===== config.mk =====
export PLATFORM = sky130hd
export DESIGN_NAME = pmc_array
export DESIGN_NICKNAME = d
export VERILOG_FILES = /design/src/rtl/pmc_pkg.sv /design/src/rtl/pmc_counter.sv /design/src/rtl/pmc_array.sv
export SDC_FILE = /design/constraint.sdc
export NUM_CORES = 2
export LEC_CHECK = 0
export BUFFER_PORTS_ARGS = -buffer_cell sky130_fd_sc_hd__clkbuf_2
export CORE_MARGIN = 10
export CORE_UTILIZATION = 30
export CTS_CLUSTER_SIZE = 16
export DETAILED_ROUTE_END_ITERATION = 7
export PLACE_DENSITY = 0.53
export SLEW_MARGIN = 0
export SYNTH_ARGS = -nofsm -noshare
export SYNTH_HDL_FRONTEND = slang
export SYNTH_SLANG_ARGS = --single-unit

===== constraint.sdc =====
create_clock -name clk -period 2.8 [get_ports clk]
set_input_delay 0 -clock clk [delete_from_list [all_inputs] [get_ports clk]]
set_output_delay 0 -clock clk [all_outputs]
set_load 0.005 [all_outputs]

===== src/rtl/pmc_pkg.sv =====
// pmc_pkg: shared definitions for the performance-monitoring counter array.
// Holds the event-class index enum (one entry per instruction class), the
// default positions of the cycle and retired counters in read-address order,
// helpers that compute those positions for an arbitrary NUM_CNT, and the
// snapshot FSM state type.
package pmc_pkg;

  // One event strobe per instruction class; the value is the counter index.
  typedef enum logic [4:0] {
    ADD, SUB, ADDI, ADD_FP, MUL_FP, VADD_FP, VMUL_FP, VSUM_FP, VSET_FP,
    SW, LW, SW_FP, LW_FP, VST, VLD, BEQ, BLT, J
  } pmcEvent_e;

  localparam int PMC_NUM_EVENTS = 18;
  localparam int CYCLE_IDX      = PMC_NUM_EVENTS;
  localparam int RETIRED_IDX    = PMC_NUM_EVENTS + 1;

  // The cycle and retired counters always sit right after the event counters.
  function automatic int cycleIdx(input int numCnt);
    return numCnt;
  endfunction

  function automatic int retiredIdx(input int numCnt);
    return numCnt + 1;
  endfunction

  typedef enum logic {
    SNAP_IDLE,
    SNAP_DONE
  } snapState_e;

endpackage


===== src/rtl/pmc_counter.sv =====
// pmc_counter: one performance counter plus its sticky overflow flag.
// Ports:
//   clk      rising-edge clock
//   reset    asynchronous active-low reset
//   inc      add one this cycle
//   clr      synchronous clear of count and overflow flag (beats inc)
//   count_o  current count
//   ovf_o    sticky overflow flag
// Parameters: CNT_W (width), SATURATE (0 = wrap to zero, 1 = hold all-ones).
module pmc_counter #(
  parameter int CNT_W    = 32,
  parameter bit SATURATE = 1'b0
) (
  input  logic             clk,
  input  logic             reset,
  input  logic             inc,
  input  logic             clr,
  output logic [CNT_W-1:0] count_o,
  output logic             ovf_o
);

  logic [CNT_W-1:0] count_q, count_d;
  logic             ovf_q, ovf_d;

  // An increment from all-ones is the overflow event; in saturating mode the
  // count simply stays at all-ones, so later increments change nothing.
  always_comb begin
    count_d = count_q;
    ovf_d   = ovf_q;
    if (clr) begin
      count_d = '0;
      ovf_d   = 1'b0;
    end else if (inc) begin
      if (&count_q) begin
        ovf_d   = 1'b1;
        count_d = SATURATE ? '1 : '0;
      end else begin
        count_d = count_q + CNT_W'(1);
      end
    end
  end

  always_ff @(posedge clk or negedge reset) begin
    if (!reset) begin
      count_q <= '0;
      ovf_q   <= 1'b0;
    end else begin
      count_q <= count_d;
      ovf_q   <= ovf_d;
    end
  end

  assign count_o = count_q;
  assign ovf_o   = ovf_q;

endmodule


===== src/rtl/pmc_array.sv =====
// pmc_array: performance-monitoring counter array.
// NUM_CNT event counters, a cycle counter (index NUM_CNT) and a retired
// counter (index NUM_CNT+1), each with a sticky overflow flag. A snapshot
// copies all live counters into a shadow bank; reads (1-cycle latency) are
// served from the shadow bank only.
// Ports:
//   clk, reset            clock, asynchronous active-low reset
//   run_i                 global count enable
//   event_i, cnt_en_i     per-class event strobes and enable mask
//   retire_i              instruction-retired strobe
//   clear_i               synchronous clear of live counters and ovf flags
//   snap_req_i            snapshot request; snap_done_o pulses one cycle later
//   rd_en_i, rd_addr_i    read strobe and shadow index
//   rd_data_o, rd_valid_o read result, one cycle after rd_en_i
//   ovf_o                 sticky overflow flags in read-address order
//   ovf_mask_i, irq_o     overflow interrupt mask and registered interrupt,
//                         present only when PMC_OVF_IRQ_EN is defined
module pmc_array
  import pmc_pkg::*;
#(
  parameter int  NUM_CNT  = 18,
  parameter int  CNT_W    = 32,
  parameter bit  SATURATE = 1'b0,
  localparam int ADDR_W   = $clog2(NUM_CNT + 2)
) (
  input  logic               clk,
  input  logic               reset,
  input  logic               run_i,
  input  logic [NUM_CNT-1:0] event_i,
  input  logic [NUM_CNT-1:0] cnt_en_i,
  input  logic               retire_i,
  input  logic               clear_i,
  input  logic               snap_req_i,
  output logic               snap_done_o,
  input  logic               rd_en_i,
  input  logic [ADDR_W-1:0]  rd_addr_i,
  output logic [CNT_W-1:0]   rd_data_o,
  output logic               rd_valid_o,
  output logic [NUM_CNT+1:0] ovf_o
`ifdef PMC_OVF_IRQ_EN
  ,
  input  logic [NUM_CNT+1:0] ovf_mask_i,
  output logic               irq_o
`endif
);

  localparam int TOTAL   = NUM_CNT + 2;
  localparam int CYC_POS = cycleIdx(NUM_CNT);
  localparam int RET_POS = retiredIdx(NUM_CNT);

  logic [TOTAL-1:0] incVec;
  logic [TOTAL-1:0] ovfVec;
  logic [CNT_W-1:0] liveCnt  [TOTAL];
  logic [CNT_W-1:0] shadow_q [TOTAL];
  snapState_e       snapState_q;
  logic             snapDone_q;
  logic [CNT_W-1:0] rdData_q;
  logic             rdValid_q;

  assign incVec[NUM_CNT-1:0] = {NUM_CNT{run_i}} & cnt_en_i & event_i;
  assign incVec[CYC_POS]     = run_i;
  assign incVec[RET_POS]     = run_i & retire_i;

  for (genvar g = 0; g < TOTAL; g++) begin : gCnt
    pmc_counter #(
      .CNT_W   (CNT_W),
      .SATURATE(SATURATE)
    ) uCnt (
      .clk    (clk),
      .reset  (reset),
      .inc    (incVec[g]),
      .clr    (clear_i),
      .count_o(liveCnt[g]),
      .ovf_o  (ovfVec[g])
    );
  end

  // Snapshot FSM: the shadow bank samples the live counters at the request
  // edge, so it sees pre-increment and pre-clear values. Requests arriving
  // while DONE is showing are dropped.
  always_ff @(posedge clk or negedge reset) begin
    if (!reset) begin
      snapState_q <= SNAP_IDLE;
      snapDone_q  <= 1'b0;
      for (int i = 0; i < TOTAL; i++) shadow_q[i] <= '0;
    end else begin
      snapDone_q <= 1'b0;
      case (snapState_q)
        SNAP_IDLE: begin
          if (snap_req_i) begin
            for (int i = 0; i < TOTAL; i++) shadow_q[i] <= liveCnt[i];
            snapState_q <= SNAP_DONE;
            snapDone_q  <= 1'b1;
          end
        end
        SNAP_DONE: snapState_q <= SNAP_IDLE;
        default:   snapState_q <= SNAP_IDLE;
      endcase
    end
  end

  // Read port: the shadow bank is sampled before any same-edge snapshot
  // update lands. Addresses past the retired counter return zero.
  always_ff @(posedge clk or negedge reset) begin
    if (!reset) begin
      rdData_q  <= '0;
      rdValid_q <= 1'b0;
    end else begin
      rdValid_q <= rd_en_i;
      if (rd_en_i) begin
        if (int'(rd_addr_i) < TOTAL) rdData_q <= shadow_q[rd_addr_i];
        else                         rdData_q <= '0;
      end
    end
  end

  assign snap_done_o = snapDone_q;
  assign rd_data_o   = rdData_q;
  assign rd_valid_o  = rdValid_q;
  assign ovf_o       = ovfVec;

`ifdef PMC_OVF_IRQ_EN
  logic irq_q;

  // Interrupt is registered from the already-registered flags, so it rises
  // one cycle after a masked overflow flag sets.
  always_ff @(posedge clk or negedge reset) begin
    if (!reset) irq_q <= 1'b0;
    else        irq_q <= |(ovfVec & ovf_mask_i);
  end

  assign irq_o = irq_q;
`endif

endmodule


=== Word-level counts from Yosys, hierarchy flattened ===
Index checks and enable logic that the tools add are counted.
Widths: inputs -> output; s select.

* Logic and storage cells: 299
* Bits in registers: 1,335

* Reductions and logical operators: 81
* Muxes and demuxes: 127
* Bitwise logic cells: 5
* Add/sub/neg operators: 20
* $lt $le $gt $ge: 2

{| class="wikitable"
|+ Operators by type and width
! kind !! count
|-
| $mux 32 || 63
|-
| $add 32x1->32 const B || 20
|-
| $reduce_and 32->1 || 20
|-
| $bmux 32 s5 || 1
|-
| $reduce_bool 2->1 || 40
|-
| $mux 1 || 62
|-
| $reduce_and 2->1 || 21
|-
| $and 18x18->18 || 2
|-
| $ge 6x6->1 const B || 1
|-
| $not 5->6 || 1
|-
| $lt 5x5->1 const B || 1
|-
| $pmux 1 s2 || 1
|-
| $and 1x1->1 || 1
|-
| $not 1->1 || 1
|}

=== Longest topological paths before layout ===
* Depth after elaboration: 5
* Depth in mapped cells: 9

=== Hierarchy ===
From an unflattened synthesis, not the netlist that was laid out.

* Cell total of the unflattened synthesis: 5,289
* Area, all modules: 63,679.8 µm²

{| class="wikitable"
|+ By module, submodules not included
! module !! sequential area each (µm²) !! cells an instance !! area an instance (µm²) !! instances
|-
| pmc_counter (gCnt[0].uCnt ...) || 825.8 || 171 || 1,685.4 || 19
|-
| pmc_array || 16,866.2 || 1,858 || 29,848.6 || 1
|-
| pmc_counter (gCnt[9].uCnt) || 825.8 || 182 || 1,809.2 || 1
|}

=== Least setup slack after synthesis ===
OpenSTA, ideal clock, no wires.

* Path type: register to register
* Start point: reg gCnt[13].uCnt.count_q[10]
* End point: reg gCnt[13].uCnt.count_q[19]
* Path buffers: 3
* Setup slack: 0.490 ns
* Clock period less this slack: 2.310 ns
* Arrival: 2.191 ns
* Library setup time: 0.119 ns
* Stages on the path, launching flop included: 9
* Cell sequence: dfrtp_1 nand3_1 or4_1 buf_2 or4_1 buf_2 a21oi_4 buf_6 nor2_1

* Longest elaborated chain between the ends: 4
* Elaborated cells between the ends (all ways): 5

{| class="wikitable"
|+ RTL lines
! item !! RTL line !! RTL
|-
| start, declared || pmc_counter.sv:22 || <nowiki>logic [CNT_W-1:0] count_q, count_d;</nowiki>
|-
| start signal, assigned || pmc_counter.sv:48 || <nowiki>count_q <= count_d;</nowiki>
|-
| $add 32x1->32 / $reduce_and 32->1 (equally long branches) || pmc_counter.sv:38, pmc_counter.sv:34 ||
|-
| $mux 32 (*) || pmc_counter.sv:34 || <nowiki>if (&count_q) begin</nowiki>
|-
| $mux 32 (*) || pmc_counter.sv:33 || <nowiki>end else if (inc) begin</nowiki>
|-
| $mux 32 (*) || pmc_counter.sv:30 || <nowiki>if (clr) begin</nowiki>
|}

Mark *: on every way between the ends. The rest lies on a longest branch, timed or not. The select of a mux whose other input is x is not followed.
A chain may end at the register's enable or synchronous reset.

=== Worst setup path after layout ===
* Start point: in run_i
* End point: reg gCnt[15].uCnt.count_q[29]

* Longest elaborated chain between the ends: 3

{| class="wikitable"
|+ RTL lines
! item !! RTL line !! RTL
|-
| start, declared || pmc_array.sv:28 || <nowiki>input logic run_i,</nowiki>
|-
| $and 18x18->18 (2 in series) || pmc_array.sv:60 || <nowiki>assign incVec[NUM_CNT-1:0] = {NUM_CNT{run_i}} & cnt_en_i & event_i;</nowiki>
|-
| $reduce_bool 2->1 (no source line) || n/a ||
|-
| end signal, assigned || pmc_counter.sv:48 ||
|-
| end, declared || pmc_counter.sv:22 ||
|}

No other way between the ends.

==> reports/results.tsv <==
stage	metric	value	unit
pwr	Clk pwr share	48.6	%
pwr	leakage	34.9	nW
die	Die ar.	233000	um^2
synthesis	post-synthesis sequential area ratio	52.1	%
global_route	met3 usage	3.23	%
drt	ANT nets after route	0	
sta	clk_skew	0.0209	ns
synthesis	syn nets	6977	
synthesis	Yosys top cell by area	dfrtp_1	
critical_path	CP Data Required Time	3.53	ns
pwr	Net Sw Power	10.2	mW
final_layout	Final Cell Area	74900	um^2
drt	Via density	5.09	
cts	Setup Buffers After CTS	0	
sta	measured slew at the worst slew-check pin	1.12	ns
sta	Hold Vio Cnt, Final	0	
final_layout	Final Instance Count excl. Fillers	10000	
sta	fin. max-slew vios	0	
drt	Vias	51200	
die	IO Pins	102	
critical_path	CP Capture Type	flop	
critical_path	type of the worst setup path	input pin to flop	
pwr	Max VDD drop	0.000507	V
drt	DRC violations left	0	
global_route	largest net degree at the start of global routing	191	
global_route	initial antenna violation count	20	
global_route	GRT busiest layer	met2	
placement	placed instance count	9681	
cts	htree depth	4	
die	effective utilization at floorplan	30.2	%
sta	max_slew headroom	25.5	%
sta	final setup fails	0	
global_route	met1 global-route usage	24.8	%
die	num rows	169	
synthesis	Synth area leaders	dfrtp_1, nand2_1, mux4_2	
job	maxcap violations	0	
global_route	gr ovfl total	0	
synthesis	Async SR Flop Fraction	100	%
pwr	Int Pwr	32.0	mW
synthesis	Post-synth top cells	nand2_1, dfrtp_1, nor2_1, xor2_1, nand3_1	
die	die width	482	um
synthesis	Seq cells post-synth	1334	
drt	Routed Wire Length	209000	um
synthesis	post-synth top area share	52.1	%
global_route	GRT Overall Usage	17.7	%
critical_path	crit path DAT	3.35	ns
cts	Worst-Skew Late Latency	0.80	ns
sta	FMAX	0.381	GHz
cts	CTS clk-pin slew, worst paths	0.06	ns
global_route	met2 Use GR	27.6	%
synthesis	mapped cell area	64100	um^2
synthesis	number of synthesized flops with an enable pin	0	
critical_path	slowest CP cell	dlygate4sd3_1	
final_layout	Fill cells	21700	
critical_path	crit-path max cell delay	0.60	ns
die	core area	212000	um^2
pwr	combinational share of power	5.2	%
sta	Final Critical Period	2.62	ns
pwr	Sw Share	24.2	%
cts	cts bufs inserted	153	
global_route	global-route wire length before repair	320000	um
final_layout	layout overhead on the synthesized area	16.8	%
synthesis	YS warnings	0	
pwr	Sequential Power Share	46.2	%
cts	Clock Tree Buf Depth	3	
sta	Final Cycle Share	93.7	%
critical_path	Crit path max-delay family	buffers and inverters	
synthesis	post-synthesis cell count	6909	
placement	Placed Instance Area	68900	um^2
synthesis	Primary FF master, synth	dfrtp_1	
synthesis	Unique masters post-synth	71	
outcome	status	finished clean	
critical_path	Worst setup SP type	input pin	
critical_path	crit path cell chain	dlygate4sd3_1 -> buf_4 -> nor2b_4 -> buf_4 -> nand3_1 -> dlygate4sd3_1 -> or4_1 -> nand3_1 -> dlygate4sd3_1	
hold_path	HP Class	input pin to flop	
critical_path	CP most frequent cell	dlygate4sd3_1	
final_layout	fin nets	7163	
cts	Root Buffer	clkbuf_16	
cts	clock sinks	1334	
synthesis	Post-Syn Area per Cell	9.28	um^2
drt	WL/cell	20.8	um
synthesis	most numerous cell in the Yosys netlist	nand2_1	
placement	Placer Congestion	0.905	
die	height of the die	482	um
critical_path	crit path max fanout	22	
global_route	vias in the first global route	50300	
critical_path	Buffers & Inverters on Critical Path	5	
cts	CTS tree	yes	
drt	initial drt markers	4711	
placement	dpl hpwl	152000	um
placement	buffers added on ports	101	
drt	First-pass DRT Iterations	7	
final_layout	fraction of layout cells with a size suffix above 1	11.4	%
pwr	PD cells	564	nW/um^2
==> cell type report <==
class                   instances  area, um^2  share of cell area (%)
diodes                          8        20.0                  0.0267
multi-input cells            5134       29100                    38.8
well taps                    2821        3530                    4.71
flip-flops and latches       1334       33400                    44.6
clock inverters                55         692                   0.924
repair buffers                406        3540                    4.72
clock buffers                 217        4410                    5.89
inverters                      66         256                   0.343
==> per-stage QoR <==
step	power [mW]	utilization, %	hold slack (ns)	setup TNS (ns)	setup slack (ns)
2_1_floorplan	20.8	-	-0.296	0	0.490
3_3_place_gp	22.0	32.5	-0.0627	0	0.307
3_5_place_dp	22.0	32.5	-0.0666	0	0.247
4_1_cts	42.7	35.2	0.0344	0	0.107
5_1_grt	43.7	35.3	0.0673	-0.00680	-0.00680
6_report	42.2	35.3	0.0727	0	0.176
==> per-layer routing <==
layer / vias to the layer above / wire length [um]
met2: 1365 / 94900
met3: 309 / 12600
met4: 6 / 7220
met5: - / 41
met1: 25700 / 94300
li1: 23800 / -
==> power groups by stage <==
stage,clock network [mW],logic [mW],registers (mW)
6_report,20.5,2.19,19.5
5_1_grt,21.8,2.41,19.5
4_1_cts,21.0,2.23,19.5
3_5_place_dp,0,2.14,19.8
3_3_place_gp,0,2.12,19.8
2_1_floorplan,0,0.977,19.8
==> repair_timing <==
item	4_1_cts	5_1_grt
gates resized for setup	0	6
endpoints found under the setup margin	0	3
hold buffers	80	0
endpoints found under the hold margin	1655	0
==> layout by cell type, fill, tap and decap left out, types with 110 or more instances in the layout <==
master and n:
nand2_1 2142, dfrtp_1 1334, nor2_1 657, xor2_1 309, nand3_1 301, nand4_1 242
buf_4 188, xnor2_1 186, clkbuf_16 153, mux4_2 128, and3_1 110
==> sequential cells by signal, indices dropped and copies added, names as in the netlist <==
signal             count
rd_data_o             32
snap_done_o            1
shadow_q             640
rd_valid_o             1
gCnt.uCnt.count_o    640
gCnt.uCnt.ovf_o       20
==> final timing paths <==
check / end / from / cells past startpoint / slack (ns)
min in group asynchronous: gCnt[12].uCnt.ovf_o$_DFFE_PN0P_ / reset / 4 / 0.51
setup reg to reg: gCnt[14].uCnt.count_o[0]$_DFFE_PN0P_ / gCnt[14].uCnt.count_o[0]$_DFFE_PN0P_ / 8 / 0.19
hold reg to reg: shadow_q[42]$_DFFE_PN0P_ / shadow_q[42]$_DFFE_PN0P_ / 2 / 0.47
max in group asynchronous: gCnt[4].uCnt.count_o[22]$_DFFE_PN0P_ / reset / 4 / 1.16
hold / removal: shadow_q[326]$_DFFE_PN0P_ / snap_req_i / 5 / 0.07
setup / recovery: gCnt[15].uCnt.count_o[29]$_DFFE_PN0P_ / run_i / 9 / 0.18
==> worst min-delay path, delay by kind of cell <==
kind | cells | cell delay, ns
buffers and inverters | 2 | 0.41
and+or+nand+nor | 3 | 0.36
==> cells by family (layout without fill, tap and decap cells) <==
group	Yosys count	after routing	synth area share, %
AO/OA/AOI/OAI	435	435	4.34
XOR/XNOR	495	495	6.76
adder cells (fa/ha/maj)	20	20	0.390
buffers and inverters	441	744	2.78
flip-flops	1334	1334	52.1
multiplexers	241	241	6.40
other	0	8	0
AND/OR/NAND/NOR	3943	3943	27.3
Note: power is estimated with default switching activity, not from simulation.
